<file path="config.mk">
export PLATFORM = sky130hd
export DESIGN_NAME = sdrc_req_split_flat
export DESIGN_NICKNAME = d
export VERILOG_FILES = /design/src/rtl/sdrc_req_split_if.sv /design/src/rtl/sdrc_req_split.sv /design/src/flat_wrapper.sv
export SDC_FILE = /design/constraint.sdc
export NUM_CORES = 1
export LEC_CHECK = 0
export ABC_AREA = 0
export BUFFER_PORTS_ARGS = -buffer_cell sky130_fd_sc_hd__buf_2
export CORE_MARGIN = 3
export CORE_UTILIZATION = 50
export CTS_BUF_LIST = sky130_fd_sc_hd__clkbuf_4 sky130_fd_sc_hd__clkbuf_8
export CTS_CLUSTER_SIZE = 20
export DETAILED_ROUTE_END_ITERATION = 8
export PLACE_DENSITY = 0.76
export SETUP_SLACK_MARGIN = 0.2
export SLEW_MARGIN = 20
export SYNTH_ARGS = -nofsm -noshare
export SYNTH_HDL_FRONTEND = slang
export SYNTH_SLANG_ARGS = --single-unit
</file>
<file path="constraint.sdc">
create_clock -name clk -period 3.82 [get_ports clk]
set_input_delay 0.764 -clock clk [delete_from_list [all_inputs] [get_ports clk]]
set_output_delay 0.764 -clock clk [all_outputs]
set_load 0.005 [all_outputs]
</file>
<file path="src/rtl/sdrc_req_split_if.sv">
// sdrc_req_split_if
//   Groups the application request channel and the bank-controller chunk
//   channel of sdrc_req_split.
//   slave  : view of the request splitter (consumes requests, issues chunks)
//   master : view of the environment (issues requests, accepts chunks)
//   Application side : req, req_id, req_addr, req_len, req_wr_n, req_wrap -> req_ack
//   Bank side        : r2b_* chunk fields with r2b_req valid <- b2r_ack
interface sdrc_req_split_if #(
  parameter int APP_AW = 30,
  parameter int APP_RW = 9,
  parameter int REQ_BW = 12,
  parameter int ID_W   = 4,
  parameter int BA_W   = 2,
  parameter int RA_W   = 13
);
  logic              req;
  logic [ID_W-1:0]   req_id;
  logic [APP_AW-1:0] req_addr;
  logic [APP_RW-1:0] req_len;
  logic              req_wr_n;
  logic              req_wrap;
  logic              req_ack;

  logic              r2b_req;
  logic [ID_W-1:0]   r2b_req_id;
  logic              r2b_start;
  logic              r2b_last;
  logic              r2b_wrap;
  logic              r2b_write;
  logic [BA_W-1:0]   r2b_ba;
  logic [RA_W-1:0]   r2b_raddr;
  logic [11:0]       r2b_caddr;
  logic [REQ_BW-1:0] r2b_len;
  logic              b2r_ack;

  modport slave (
    input  req, req_id, req_addr, req_len, req_wr_n, req_wrap, b2r_ack,
    output req_ack, r2b_req, r2b_req_id, r2b_start, r2b_last, r2b_wrap,
           r2b_write, r2b_ba, r2b_raddr, r2b_caddr, r2b_len
  );

  modport master (
    output req, req_id, req_addr, req_len, req_wr_n, req_wrap, b2r_ack,
    input  req_ack, r2b_req, r2b_req_id, r2b_start, r2b_last, r2b_wrap,
           r2b_write, r2b_ba, r2b_raddr, r2b_caddr, r2b_len
  );
endinterface

</file>
<file path="src/rtl/sdrc_req_split.sv">
// sdrc_req_split
//   Queues application requests, scales them to SDRAM beats for the
//   configured SDRAM width and splits each one into bank-controller chunks
//   that end at the page boundary (non-wrap) or at CHUNK_MAX beats.
// Ports:
//   clk, reset   : clock and asynchronous active-high reset
//   cfg_colbits  : column width = 8 + cfg_colbits
//   sdr_width    : 00 = 32-bit, 01 = 16-bit, 1x = 8-bit SDRAM
//   r2x_idle     : no request pending, queue empty, splitter idle
//   bus (slave)  : application request channel and bank chunk channel
module sdrc_req_split #(
  parameter int APP_AW    = 30,
  parameter int APP_RW    = 9,
  parameter int REQ_BW    = 12,
  parameter int ID_W      = 4,
  parameter int BA_W      = 2,
  parameter int RA_W      = 13,
  parameter int QDEPTH    = 2,
  parameter int CHUNK_MAX = 256
) (
  input  logic             clk,
  input  logic             reset,
  input  logic [1:0]       cfg_colbits,
  input  logic [1:0]       sdr_width,
  output logic             r2x_idle,
  sdrc_req_split_if.slave  bus
);
  localparam int IAW  = APP_AW + 2;
  localparam int PW   = (QDEPTH > 1) ? $clog2(QDEPTH) : 1;
  localparam int CNTW = $clog2(QDEPTH + 1);
  localparam int EW   = ID_W + APP_AW + APP_RW + 2;
  localparam int CW   = (REQ_BW > 13) ? REQ_BW : 13;

  localparam logic [1:0] ST_IDLE = 2'd0;
  localparam logic [1:0] ST_CALC = 2'd1;
  localparam logic [1:0] ST_REQ  = 2'd2;

  function automatic logic [PW-1:0] ptr_inc(input logic [PW-1:0] p);
    if (p == PW'(QDEPTH - 1)) return '0;
    return p + 1'b1;
  endfunction

  function automatic logic [1:0] width_shift(input logic [1:0] w);
    case (w)
      2'b00:   return 2'd0;
      2'b01:   return 2'd1;
      default: return 2'd2;
    endcase
  endfunction

  // request queue
  logic [EW-1:0]   mem_q [QDEPTH];
  logic [PW-1:0]   wr_ptr_q, wr_ptr_d, rd_ptr_q, rd_ptr_d;
  logic [CNTW-1:0] cnt_q, cnt_d;
  logic            q_full, q_empty, push, pop;

  logic [ID_W-1:0]   h_id;
  logic [APP_AW-1:0] h_addr;
  logic [APP_RW-1:0] h_len;
  logic              h_wr_n, h_wrap;
  logic [1:0]        sh;
  logic [IAW-1:0]    pop_addr;
  logic [REQ_BW-1:0] pop_len;

  // splitter state and working registers
  logic [1:0]        state_q, state_d;
  logic [IAW-1:0]    addr_q, addr_d;
  logic [REQ_BW-1:0] rem_q, rem_d;
  logic [ID_W-1:0]   id_q, id_d;
  logic              write_q, write_d, wrap_q, wrap_d, first_q, first_d;

  // registered chunk fields
  logic [ID_W-1:0]   r2b_id_q, r2b_id_d;
  logic              r2b_start_q, r2b_start_d, r2b_last_q, r2b_last_d;
  logic              r2b_wrap_q, r2b_wrap_d, r2b_write_q, r2b_write_d;
  logic [BA_W-1:0]   r2b_ba_q, r2b_ba_d;
  logic [RA_W-1:0]   r2b_raddr_q, r2b_raddr_d;
  logic [11:0]       r2b_caddr_q, r2b_caddr_d;
  logic [REQ_BW-1:0] r2b_len_q, r2b_len_d;

  // chunk calculation
  logic [3:0]        col_w;
  logic [11:0]       col;
  logic [12:0]       page_rem;
  logic [CW-1:0]     len_x;
  logic [REQ_BW-1:0] calc_len;

  assign q_full  = (cnt_q == CNTW'(QDEPTH));
  assign q_empty = (cnt_q == '0);
  // full is judged on the registered count, so a pop never frees a slot
  // for a push in the same cycle
  assign push    = bus.req & ~q_full;
  assign bus.req_ack = push;

  assign {h_id, h_addr, h_len, h_wr_n, h_wrap} = mem_q[rd_ptr_q];
  assign sh       = width_shift(sdr_width);
  assign pop_addr = {2'b00, h_addr} << sh;
  assign pop_len  = REQ_BW'(h_len) << sh;

  assign col_w    = 4'd8 + {2'b00, cfg_colbits};
  assign col      = addr_q[11:0] & ~(12'hFFF << col_w);
  assign page_rem = (13'd1 << col_w) - {1'b0, col};

  always_comb begin
    len_x = CW'(rem_q);
    if (!wrap_q) begin
      if (CW'(page_rem) < len_x) len_x = CW'(page_rem);
      if (CW'(CHUNK_MAX) < len_x) len_x = CW'(CHUNK_MAX);
    end
  end
  assign calc_len = REQ_BW'(len_x);

  always_comb begin
    wr_ptr_d = push ? ptr_inc(wr_ptr_q) : wr_ptr_q;
    rd_ptr_d = pop  ? ptr_inc(rd_ptr_q) : rd_ptr_q;
    case ({push, pop})
      2'b10:   cnt_d = cnt_q + CNTW'(1);
      2'b01:   cnt_d = cnt_q - CNTW'(1);
      default: cnt_d = cnt_q;
    endcase
  end

  always_comb begin
    state_d     = state_q;
    addr_d      = addr_q;
    rem_d       = rem_q;
    id_d        = id_q;
    write_d     = write_q;
    wrap_d      = wrap_q;
    first_d     = first_q;
    r2b_id_d    = r2b_id_q;
    r2b_start_d = r2b_start_q;
    r2b_last_d  = r2b_last_q;
    r2b_wrap_d  = r2b_wrap_q;
    r2b_write_d = r2b_write_q;
    r2b_ba_d    = r2b_ba_q;
    r2b_raddr_d = r2b_raddr_q;
    r2b_caddr_d = r2b_caddr_q;
    r2b_len_d   = r2b_len_q;
    pop         = 1'b0;
    case (state_q)
      ST_IDLE: begin
        if (!q_empty) begin
          pop     = 1'b1;
          addr_d  = pop_addr;
          rem_d   = pop_len;
          id_d    = h_id;
          write_d = ~h_wr_n;
          wrap_d  = h_wrap;
          first_d = 1'b1;
          // zero-length entries are consumed without issuing a chunk
          state_d = (pop_len == '0) ? ST_IDLE : ST_CALC;
        end
      end
      ST_CALC: begin
        r2b_id_d    = id_q;
        r2b_start_d = first_q;
        r2b_last_d  = (calc_len == rem_q);
        r2b_wrap_d  = wrap_q;
        r2b_write_d = write_q;
        r2b_ba_d    = BA_W'(addr_q >> col_w);
        r2b_raddr_d = RA_W'(addr_q >> ({1'b0, col_w} + 5'(BA_W)));
        r2b_caddr_d = col;
        r2b_len_d   = calc_len;
        state_d     = ST_REQ;
      end
      ST_REQ: begin
        if (bus.b2r_ack) begin
          if (r2b_last_q) begin
            state_d = ST_IDLE;
          end else begin
            addr_d  = addr_q + IAW'(r2b_len_q);
            rem_d   = rem_q - r2b_len_q;
            first_d = 1'b0;
            state_d = ST_CALC;
          end
        end
      end
      default: state_d = ST_IDLE;
    endcase
  end

  always_ff @(posedge clk or posedge reset) begin
    if (reset) begin
      state_q     <= ST_IDLE;
      wr_ptr_q    <= '0;
      rd_ptr_q    <= '0;
      cnt_q       <= '0;
      first_q     <= 1'b0;
      r2b_id_q    <= '0;
      r2b_start_q <= 1'b0;
      r2b_last_q  <= 1'b0;
      r2b_wrap_q  <= 1'b0;
      r2b_write_q <= 1'b0;
      r2b_ba_q    <= '0;
      r2b_raddr_q <= '0;
      r2b_caddr_q <= '0;
      r2b_len_q   <= '0;
    end else begin
      state_q     <= state_d;
      wr_ptr_q    <= wr_ptr_d;
      rd_ptr_q    <= rd_ptr_d;
      cnt_q       <= cnt_d;
      first_q     <= first_d;
      r2b_id_q    <= r2b_id_d;
      r2b_start_q <= r2b_start_d;
      r2b_last_q  <= r2b_last_d;
      r2b_wrap_q  <= r2b_wrap_d;
      r2b_write_q <= r2b_write_d;
      r2b_ba_q    <= r2b_ba_d;
      r2b_raddr_q <= r2b_raddr_d;
      r2b_caddr_q <= r2b_caddr_d;
      r2b_len_q   <= r2b_len_d;
    end
  end

  // datapath storage: only meaningful once loaded, so no reset
  always_ff @(posedge clk) begin
    if (push) mem_q[wr_ptr_q] <= {bus.req_id, bus.req_addr, bus.req_len, bus.req_wr_n, bus.req_wrap};
    addr_q  <= addr_d;
    rem_q   <= rem_d;
    id_q    <= id_d;
    write_q <= write_d;
    wrap_q  <= wrap_d;
  end

  assign r2x_idle       = ~bus.req & q_empty & (state_q == ST_IDLE);
  assign bus.r2b_req    = (state_q == ST_REQ);
  assign bus.r2b_req_id = r2b_id_q;
  assign bus.r2b_start  = r2b_start_q;
  assign bus.r2b_last   = r2b_last_q;
  assign bus.r2b_wrap   = r2b_wrap_q;
  assign bus.r2b_write  = r2b_write_q;
  assign bus.r2b_ba     = r2b_ba_q;
  assign bus.r2b_raddr  = r2b_raddr_q;
  assign bus.r2b_caddr  = r2b_caddr_q;
  assign bus.r2b_len    = r2b_len_q;
endmodule

</file>
<file path="src/flat_wrapper.sv">
// flat-port wrapper written by rule: the top's interface ports become plain ports
module sdrc_req_split_flat 
#(
  parameter int APP_AW    = 30,
  parameter int APP_RW    = 9,
  parameter int REQ_BW    = 12,
  parameter int ID_W      = 4,
  parameter int BA_W      = 2,
  parameter int RA_W      = 13,
  parameter int QDEPTH    = 2,
  parameter int CHUNK_MAX = 256
)
  (clk, reset, cfg_colbits, sdr_width, r2x_idle, bus_req, bus_req_id, bus_req_addr, bus_req_len, bus_req_wr_n, bus_req_wrap, bus_b2r_ack, bus_req_ack, bus_r2b_req, bus_r2b_req_id, bus_r2b_start, bus_r2b_last, bus_r2b_wrap, bus_r2b_write, bus_r2b_ba, bus_r2b_raddr, bus_r2b_caddr, bus_r2b_len);
  sdrc_req_split_if #(.APP_AW(APP_AW), .APP_RW(APP_RW), .REQ_BW(REQ_BW), .ID_W(ID_W), .BA_W(BA_W), .RA_W(RA_W)) bus_i ();
  input  logic clk;
  input  logic reset;
  input  logic [1:0] cfg_colbits;
  input  logic [1:0] sdr_width;
  output logic r2x_idle;
  input wire logic [$bits(bus_i.req)-1:0] bus_req;
  input wire logic [$bits(bus_i.req_id)-1:0] bus_req_id;
  input wire logic [$bits(bus_i.req_addr)-1:0] bus_req_addr;
  input wire logic [$bits(bus_i.req_len)-1:0] bus_req_len;
  input wire logic [$bits(bus_i.req_wr_n)-1:0] bus_req_wr_n;
  input wire logic [$bits(bus_i.req_wrap)-1:0] bus_req_wrap;
  input wire logic [$bits(bus_i.b2r_ack)-1:0] bus_b2r_ack;
  output wire logic [$bits(bus_i.req_ack)-1:0] bus_req_ack;
  output wire logic [$bits(bus_i.r2b_req)-1:0] bus_r2b_req;
  output wire logic [$bits(bus_i.r2b_req_id)-1:0] bus_r2b_req_id;
  output wire logic [$bits(bus_i.r2b_start)-1:0] bus_r2b_start;
  output wire logic [$bits(bus_i.r2b_last)-1:0] bus_r2b_last;
  output wire logic [$bits(bus_i.r2b_wrap)-1:0] bus_r2b_wrap;
  output wire logic [$bits(bus_i.r2b_write)-1:0] bus_r2b_write;
  output wire logic [$bits(bus_i.r2b_ba)-1:0] bus_r2b_ba;
  output wire logic [$bits(bus_i.r2b_raddr)-1:0] bus_r2b_raddr;
  output wire logic [$bits(bus_i.r2b_caddr)-1:0] bus_r2b_caddr;
  output wire logic [$bits(bus_i.r2b_len)-1:0] bus_r2b_len;
  assign bus_i.req = bus_req;
  assign bus_i.req_id = bus_req_id;
  assign bus_i.req_addr = bus_req_addr;
  assign bus_i.req_len = bus_req_len;
  assign bus_i.req_wr_n = bus_req_wr_n;
  assign bus_i.req_wrap = bus_req_wrap;
  assign bus_i.b2r_ack = bus_b2r_ack;
  assign bus_req_ack = bus_i.req_ack;
  assign bus_r2b_req = bus_i.r2b_req;
  assign bus_r2b_req_id = bus_i.r2b_req_id;
  assign bus_r2b_start = bus_i.r2b_start;
  assign bus_r2b_last = bus_i.r2b_last;
  assign bus_r2b_wrap = bus_i.r2b_wrap;
  assign bus_r2b_write = bus_i.r2b_write;
  assign bus_r2b_ba = bus_i.r2b_ba;
  assign bus_r2b_raddr = bus_i.r2b_raddr;
  assign bus_r2b_caddr = bus_i.r2b_caddr;
  assign bus_r2b_len = bus_i.r2b_len;
  sdrc_req_split #(.APP_AW(APP_AW), .APP_RW(APP_RW), .REQ_BW(REQ_BW), .ID_W(ID_W), .BA_W(BA_W), .RA_W(RA_W), .QDEPTH(QDEPTH), .CHUNK_MAX(CHUNK_MAX)) u_core (.clk(clk), .reset(reset), .cfg_colbits(cfg_colbits), .sdr_width(sdr_width), .r2x_idle(r2x_idle), .bus(bus_i));
endmodule
</file>
==> impl_metrics.json, run 1 <==
{
  "dp_hpwl_um": 16500,
  "netlist.area_leader.share_pct": 38.1,
  "hold_buffers": 0,
  "fin_tns_setup_ns": 0,
  "path_buf_inv": 2,
  "syn-num-nets": 1046,
  "hold_viol": 0,
  "layout_min_cycle_time_ns": 3.55,
  "numCtsBuffers": 17,
  "cap_viol_max_count": 0,
  "vias": 7494,
  "setup_violations": 0,
  "slowest_stage": "or4b_4",
  "synth_enable_flop_cells": 126,
  "drc": 0,
  "async_flop_share_pct": 29.6,
  "ioPinCount": 103,
  "finalPower_uw": 10600,
  "root_buffer": "clkbuf_8",
  "firstDrtPassIters": 5,
  "portBuffers": 97,
  "critPathLaunchType": "flip-flop",
  "synthFlopType": "edfxtp_1",
  "coreArea_um2": 19100,
  "seq_area_frac_synth_pct": 51.5,
  "fin_skew_ns": 0.0187,
  "crit_type": "reg2reg",
  "irDropWorstVdd_v": 0.000361,
  "drtIter0Drc": 710,
  "grt_pass1_vias": 7093,
  "fin_area_um2": 11400,
  "fp.dieH_um": 147,
  "leakage_uw": 0.00473,
  "worstPathArrival_ns": 3.95,
  "cp_top_family": "simple AND/OR/NAND/NOR gates",
  "grt_start_max_net_pins": 59,
  "crit_chain": "inv_2, ha_4, or4b_4, or4_4, xor2_4, inv_2, ha_4, a21boi_2, a31oi_1, o2111a_1, or2_4, mux2_4, a31o_1, o31ai_2",
  "fmaxAchievable_ghz": 0.282,
  "cts_sinks": 179,
  "powerDensity_nw_per_um2": 924,
  "synth.distinct_cells": 70,
  "placed_area_um2": 10900,
  "track_usage_pct": 21.0,
  "routed_wl_um": 22500,
  "clk_latency_ns": 0.48,
  "cts_tree": "yes",
  "endpoint_kind": "flip-flop",
  "via_per_inst": 5.62,
  "slowest_delay_ns": 0.47,
  "period_share_pct": 92.8,
  "rows": 50,
  "rsz0062_at_grt": "true",
  "syn_area_um2": 9920,
  "place.gp.congestion": 0.960,
  "yosysWarnings": 0,
  "fill_cells": 1544,
  "postRouteAntennaNets": 0,
  "synth_cells": 953,
  "grt_pass1_wl_um": 36500,
  "start_util_pct": 52.0,
  "relSlewSlack_pct": 49.5,
  "crit_path_max_fanout": 8,
  "nNetsFinal": 1153,
  "slew_viol_final": 0,
  "antennaDiodeCount": 0,
  "dieArea_um2": 21600,
  "htreeDepth": 4,
  "crit_required_ns": 4.22,
  "status": "complete, no violations",
  "area_growth_pct": 15.4,
  "tightest_slew_ns": 0.757,
  "clk_transition_reported_paths_ns": 0.11,
  "synth_largest_area_cell": "edfxtp_1",
  "gr-total-overflow": 0,
  "cts_max_path_buffers": 2,
  "wl_per_cell_um": 16.9,
  "min_path_type": "in2async",
  "syn_area_per_cell_um2": 10.4,
  "die_w_um": 147,
  "ys_ff_latch": 179,
  "drive_gt1_share_pct": 23.6,
  "synthTopCellsByArea": "edfxtp_1, dfrtp_1, ha_1",
  "antenna_found_initial": 0
}
per-stage QoR:
step	util (%)	worst slack (ns)	hold slack, ns	cells
3_3_place_gp	57.3	0.103	0.420	1292
5_1_grt	60.0	0.0914	0.279	1333
3_5_place_dp	57.3	0.0100	0.425	1292
6_report	60.0	0.274	0.268	1333
4_1_cts	59.5	0.224	0.256	1326
2_1_floorplan	-	0.0812	0.415	953
layout by cell type, fill, tap and decap left out, types with 27 or more instances in the layout:
cell | synthesis | final
buf_2 | 3 | 97
a21oi_1 | 61 | 60
ha_1 | 38 | 35
o21ai_0 | 38 | 36
mux2i_1 | 27 | 27
dfrtp_1 | 53 | 52
mux2_2 | 38 | 37
nand2_1 | 126 | 125
inv_1 | 46 | 43
edfxtp_1 | 126 | 126
nor2_1 | 91 | 89
buf_4 | 1 | 39
logic make-up (layout without fill, tap and decap cells):
kind of cell               Yosys count  after routing  share of synthesized area, %
adders and majority gates           40             40                          5.19
muxes                               66             66                          7.26
AOI/OAI and AO/OA                  206            206                          13.8
other                                1              1                        0.0378
buffers and inverters               98            218                          3.78
and+or+nand+nor                    322            322                          14.8
DFF                                179            179                          51.5
xor gates and xnor gates            41             41                          3.62
per-layer routing:
layer	global-route usage, %	routed length [um]
met1	30.7	10700
met2	31.6	10100
met3	4.90	1410
met4	5.88	410
met5	0	0
cell usage after synthesis (3+ instances only):
| cell | number |
|---|---|
| or3_1 | 5 |
| or2_2 | 5 |
| dfrtp_1 | 53 |
| nand3_1 | 26 |
| o221ai_1 | 3 |
| inv_1 | 46 |
| o311a_1 | 17 |
| o31ai_1 | 8 |
| a221oi_1 | 7 |
| o21a_1 | 6 |
| mux2i_1 | 27 |
| ha_1 | 38 |
| nor3b_1 | 5 |
| a21oi_1 | 61 |
| nor2_1 | 91 |
| a31oi_1 | 11 |
| and2_1 | 4 |
| nand2b_1 | 7 |
| buf_1 | 8 |
| xnor2_1 | 27 |
| nor3_1 | 13 |
| and3_1 | 10 |
| xor2_1 | 14 |
| nor2b_1 | 12 |
| nand2_1 | 126 |
| o2111ai_1 | 3 |
| o22ai_1 | 6 |
| a21boi_0 | 3 |
| a211oi_1 | 8 |
| nor4b_1 | 3 |
| nor4_1 | 3 |
| edfxtp_1 | 126 |
| clkbuf_1 | 37 |
| mux2_2 | 38 |
| o21ai_0 | 38 |
| o211ai_1 | 14 |
| buf_2 | 3 |
final cells by class:
| type | instances | area (um2) | share of cell area, % |
|---|---|---|---|
| Clock buffer | 17 | 234 | 2.04 |
| Clock inverter | 15 | 164 | 1.43 |
| Inverter | 49 | 184 | 1.61 |
| Multi-Input combinational cell | 676 | 4640 | 40.5 |
| Sequential cell | 179 | 5110 | 44.6 |
| Tap cell | 260 | 325 | 2.84 |
| Timing Repair Buffer | 137 | 790 | 6.90 |
path summary, 6_finish.rpt:
path | startpoint | to | slack [ns] | cells past startpoint
setup / recovery | u_core.addr_q[1] | u_core.bus.r2b_last | 0.27 | 14
hold / removal | reset | u_core.bus.r2b_caddr[7] | 0.27 | 2
setup reg to reg | u_core.addr_q[1] | u_core.bus.r2b_last | 0.27 | 14
hold reg to reg | u_core.id_q[1] | u_core.bus.r2b_req_id[1] | 0.45 | 2
max in group asynchronous | reset | u_core.bus.r2b_raddr[7] | 2.71 | 3
min in group clk | u_core.id_q[1] | u_core.bus.r2b_req_id[1] | 0.45 | 2
flip-flops by register name, indices dropped and copies added, names as in the netlist, 2 cells and up:
register,flops
u_core.mem_q,82
u_core.addr_q,26
u_core.bus.r2b_raddr,13
u_core.bus.r2b_len,12
u_core.rem_q,12
u_core.bus.r2b_caddr,11
u_core.bus.r2b_req_id,4
u_core.id_q,4
u_core.bus.r2b_ba,2
u_core.cnt_q,2
u_core.state_q,2
what timing repair did:
| action | CTS | global route |
|---|---|---|
| cloned | 0 | 0 |
| buffers inserted | 2 | 7 |
| resized for setup | 2 | 8 |
| endpoints found under the setup margin | 9 | 10 |
| pin swaps | 2 | 7 |
| hold endpoints to repair | 0 | 0 |
power by group:
| group | internal, uW | switching (uW) | leakage (uW) |
|---|---|---|---|
| Clock | 495 | 799 | 0.000195 |
| Combinational | 2400 | 3180 | 0.00270 |
| Sequential | 3060 | 647 | 0.00183 |
| Total | 5950 | 4630 | 0.00473 |
(Power assumes the default switching activity.)
==> run 2, diff against run 1 <==
Settings changed: CORE_ASPECT_RATIO from default to 1.5, TNS_END_PERCENT from default to 1.
==> impl_metrics.json, run 2 (synthesis gave the netlist of run 1 again) <==
{
  "track_usage_pct": 21.3,
  "rows": 62,
  "crit_chain": "inv_2, ha_4, or4b_4, or4_4, xor2_4, inv_2, ha_4, a21boi_2, a31oi_1, o2111a_1, or3_4, buf_6, a221o_1, a31oi_1",
  "drc": 0,
  "gr-total-overflow": 0,
  "tightest_slew_ns": 0.973,
  "wl_met3_um": 944,
  "dp_hpwl_um": 16400,
  "clk_latency_ns": 0.47,
  "final-instance-count-excl-fill": 1323,
  "period_share_pct": 95.5,
  "wl_per_cell_um": 16.9,
  "crit_required_ns": 4.22,
  "grt_pass1_wl_um": 36600,
  "clk_transition_reported_paths_ns": 0.09,
  "endpoint_kind": "flip-flop",
  "nNetsFinal": 1146,
  "status": "complete, no violations",
  "routed_wl_um": 22300,
  "drtIter0Drc": 505,
  "antenna_found_initial": 1,
  "hold_viol": 0,
  "wl_met2_um": 11300,
  "finalPower_uw": 10600,
  "root_buffer": "clkbuf_8",
  "relSlewSlack_pct": 35.2,
  "fill_cells": 1612,
  "start_util_pct": 51.4,
  "worstPathArrival_ns": 4.04,
  "final_common_cell": "edfxtp_1",
  "critPathLaunchType": "flip-flop",
  "die_w_um": 121,
  "hold_buffers": 0,
  "fp.dieH_um": 179,
  "placed_cells": 1284,
  "fin_skew_ns": 0.0141,
  "wl_met1_um": 9290,
  "reg2regPathDepth": 14,
  "portBuffers": 97,
  "via_per_inst": 5.64,
  "largest-register": "u_core.mem_q",
  "area_growth_pct": 14.8,
  "layout_common_cells": "edfxtp_1, nand2_1, buf_2",
  "placed_area_um2": 10900,
  "place.gp.congestion": 0.919,
  "slowest_delay_ns": 0.53,
  "cts_max_path_buffers": 2,
  "min_path_type": "in2async",
  "firstDrtPassIters": 5,
  "dieArea_um2": 21600,
  "highest_layer": "met4",
  "cts_tree": "yes",
  "setup_violations": 0,
  "coreArea_um2": 19300,
  "postRouteAntennaNets": 0,
  "vias": 7460,
  "cts_sinks": 179,
  "slowest_stage": "or4_4",
  "hold_slack_ns": 0.390,
  "grt_pass1_vias": 7451,
  "slew_viol_final": 0,
  "fin_area_um2": 11400,
  "layout_min_cycle_time_ns": 3.65,
  "htreeDepth": 4,
  "cap_viol_max_count": 0,
  "grt_start_max_net_pins": 59,
  "numCtsBuffers": 17,
  "crit_type": "reg2reg",
  "fin_tns_setup_ns": 0,
  "irDropWorstVdd_v": 0.000411,
  "largest_reg_flops": 82,
  "ioPinCount": 103,
  "powerDensity_nw_per_um2": 931,
  "crit_path_max_fanout": 4,
  "leakage_uw": 0.00470,
  "rsz0062_at_grt": "true",
  "fmaxAchievable_ghz": 0.274,
  "drive_gt1_share_pct": 22.2
}
## run 2: layout make-up
type | instances | area (um2) | area share, %
Antenna cell | 1 | 2.50 | 0.0220
Multi-Input combinational cell | 676 | 4580 | 40.2
Clock inverter | 11 | 184 | 1.62
Tap cell | 256 | 320 | 2.81
Clock buffer | 21 | 270 | 2.37
Sequential cell | 179 | 5110 | 44.9
Timing Repair Buffer | 130 | 737 | 6.47
Inverter | 49 | 184 | 1.62
## run 2: final timing paths
| check | slack [ns] | from | to |
|---|---|---|---|
| worst max-delay path | 0.17 | u_core.addr_q[0] | u_core.bus.r2b_len[0] |
| worst min-delay path | 0.39 | reset | u_core.bus.r2b_caddr[5] |
| worst max register to register | 0.17 | u_core.addr_q[0] | u_core.bus.r2b_len[0] |
| worst min register to register | 0.45 | u_core.id_q[1] | u_core.bus.r2b_req_id[1] |
| max in group asynchronous | 2.65 | reset | u_core.bus.r2b_raddr[5] |
| min in group clk | 0.45 | u_core.id_q[1] | u_core.bus.r2b_req_id[1] |
## run 2: report_power, final
group          total, uW  switching [uW]  internal (uW)
clock               1460             651            813
sequential          3670             603           3060
combinational       5470            3140           2330
total              10600            4390           6200
## run 2: repair_timing
action                                  CTS  global route
buffers inserted                          5             1
hold endpoints to repair                  0             0
endpoints found under the setup margin    9            10
gates resized for setup                   3             4
pin swaps                                 5             6
## run 2: routing by layer
metal | up-vias | GRT usage (%)
li1 | 3666 | -
met1 | 3563 | 26.5
met2 | 182 | 35.7
met3 | 49 | 3.74
met4 | 0 | 10.5
met5 | - | 0
## run 2: critical path: cells and delay by family, from the launching register on
| kind | cells | cell delay [ns] |
|---|---|---|
| AO/OA/AOI/OAI | 5 | 0.82 |
| XOR/XNOR | 1 | 0.16 |
| adder cells (fa/ha/maj) | 2 | 0.42 |
| buffers and inverters | 3 | 0.31 |
| flip-flops | 1 | 0.43 |
| AND/OR/NAND/NOR | 3 | 1.44 |
## run 2: per-stage QoR
stage / util (%) / worst slack (ns)
detailed placement: 56.2 / -0.0513
global placement: 56.2 / 0.0133
finish: 59.0 / 0.174
global route: 59.0 / 0.0376
floorplan: - / 0.0796
CTS: 58.8 / 0.217
==> run 3, diff against run 2 <==
Settings changed: CELL_PAD_IN_SITES_DETAIL_PLACEMENT from default to 0, CELL_PAD_IN_SITES_GLOBAL_PLACEMENT from default to 1, CORE_UTILIZATION 50 to 44, PLACE_DENSITY 0.76 to 0.83.
==> impl_metrics.json, run 3 (synthesis gave the netlist of run 1 again) <==
{
  "status": "complete, no violations",
  "hold_viol": 0,
  "dieArea_um2": 24400,
  "antenna_found_initial": 0,
  "grt_pass1_wl_um": 37600,
  "final_common_cell": "edfxtp_1",
  "rows": 66,
  "drtIter0Drc": 438,
  "dp_hpwl_um": 16900,
  "root_buffer": "clkbuf_8",
  "hold_buffers": 0,
  "leakage_uw": 0.00471,
  "drive_gt1_share_pct": 22.7,
  "powerDensity_nw_per_um2": 933,
  "clk_transition_reported_paths_ns": 0.10,
  "fmaxAchievable_ghz": 0.279,
  "fin_skew_ns": 0.0153,
  "grt_start_max_net_pins": 59,
  "crit_chain": "inv_2, ha_4, or4b_4, or4_4, xor2_4, inv_2, ha_4, a21boi_1, a31oi_1, o2111a_2, or2_4, or3_1, a221o_1, a31oi_1",
  "htreeDepth": 4,
  "antennaDiodeCount": 0,
  "slowest_stage": "or4b_4",
  "worstPathArrival_ns": 3.99,
  "area_growth_pct": 15.4,
  "relSlewSlack_pct": 34.8,
  "postRouteAntennaNets": 0,
  "layout_common_cells": "edfxtp_1, nand2_1, buf_2",
  "largest-register": "u_core.mem_q",
  "cts_tree": "yes",
  "drc": 0,
  "critPathLaunchType": "flip-flop",
  "setup_violations": 0,
  "layout_min_cycle_time_ns": 3.59,
  "die_w_um": 129,
  "via_per_inst": 5.54,
  "nNetsFinal": 1147,
  "ioPinCount": 103,
  "gr-total-overflow": 0,
  "crit_path_max_fanout": 5,
  "path_buf_inv": 2,
  "track_usage_pct": 19.3,
  "cts_sinks": 179,
  "firstDrtPassIters": 6,
  "clk_latency_ns": 0.47,
  "coreArea_um2": 22000,
  "cap_viol_max_count": 0,
  "place.gp.congestion": 0.929,
  "slew_viol_final": 0,
  "crit_required_ns": 4.22,
  "finalPower_uw": 10700,
  "crit_type": "reg2reg",
  "period_share_pct": 93.9,
  "wl_per_cell_um": 17.2,
  "fin_tns_setup_ns": 0,
  "min_path_type": "in2async",
  "vias": 7419,
  "start_util_pct": 45.2,
  "portBuffers": 97,
  "cp_top_family": "simple AND/OR/NAND/NOR gates",
  "routed_wl_um": 23000,
  "fp.dieH_um": 190,
  "cts_max_path_buffers": 2,
  "endpoint_kind": "flip-flop",
  "tightest_slew_ns": 0.978,
  "final-instance-count-excl-fill": 1339,
  "placed_cells": 1299,
  "irDropWorstVdd_v": 0.000402,
  "slowest_delay_ns": 0.47,
  "largest_reg_flops": 82,
  "rsz0062_at_grt": "true",
  "numCtsBuffers": 17,
  "grt_pass1_vias": 7348
}
[run 3: repair_timing]
item,CTS,global route
gates cloned,1,0
setup endpoints to repair,9,10
resized for setup,6,5
endpoints found under the hold margin,0,0
pin swaps,5,3
setup buffers,5,2
[run 3: area by class of cell]
type / instances / area, um2
Inverter: 49 / 184
Fill cell: 2003 / 10500
Tap cell: 272 / 340
Multi-Input combinational cell: 677 / 4600
Clock inverter: 13 / 228
Clock buffer: 19 / 262
Timing Repair Buffer: 130 / 733
Sequential cell: 179 / 5110
[run 3: metal layers]
metal / wire [um] / track usage (%)
met5: 0 / 0
met4: 721 / 7.84
met3: 884 / 3.54
met2: 11600 / 32.6
met1: 9830 / 24.3
[run 3: path summary, 6_finish.rpt]
path,startpoint,end,slack [ns],cells past startpoint
setup / recovery,u_core.addr_q[1],u_core.bus.r2b_len[0],0.23,14
min in group clk,u_core.id_q[1],u_core.bus.r2b_req_id[1],0.45,2
hold / removal,reset,u_core.bus.r2b_len[2],0.42,2
hold reg to reg,u_core.id_q[1],u_core.bus.r2b_req_id[1],0.45,2
max in group asynchronous,reset,u_core.bus.r2b_ba[1],2.61,3
setup reg to reg,u_core.addr_q[1],u_core.bus.r2b_len[0],0.23,14
[run 3: metrics by stage]
step	setup WS [ns]	hold slack [ns]	util (%)	instance area, um2
floorplan	0.0796	0.415	-	10100
global placement	-0.00723	0.423	49.5	10900
detailed placement	-0.0685	0.430	49.5	10900
CTS	0.219	0.423	52.0	11400
global route	0.0711	0.441	52.2	11500
finish	0.232	0.423	52.2	11500
[run 3: where the power goes]
| group | switching, uW | internal [uW] | leakage [uW] | total (uW) |
|---|---|---|---|---|
| logic | 3140 | 2310 | 0.00264 | 5450 |
| clock network | 683 | 880 | 0.000242 | 1560 |
| registers | 603 | 3060 | 0.00183 | 3670 |
| total | 4430 | 6250 | 0.00471 | 10700 |
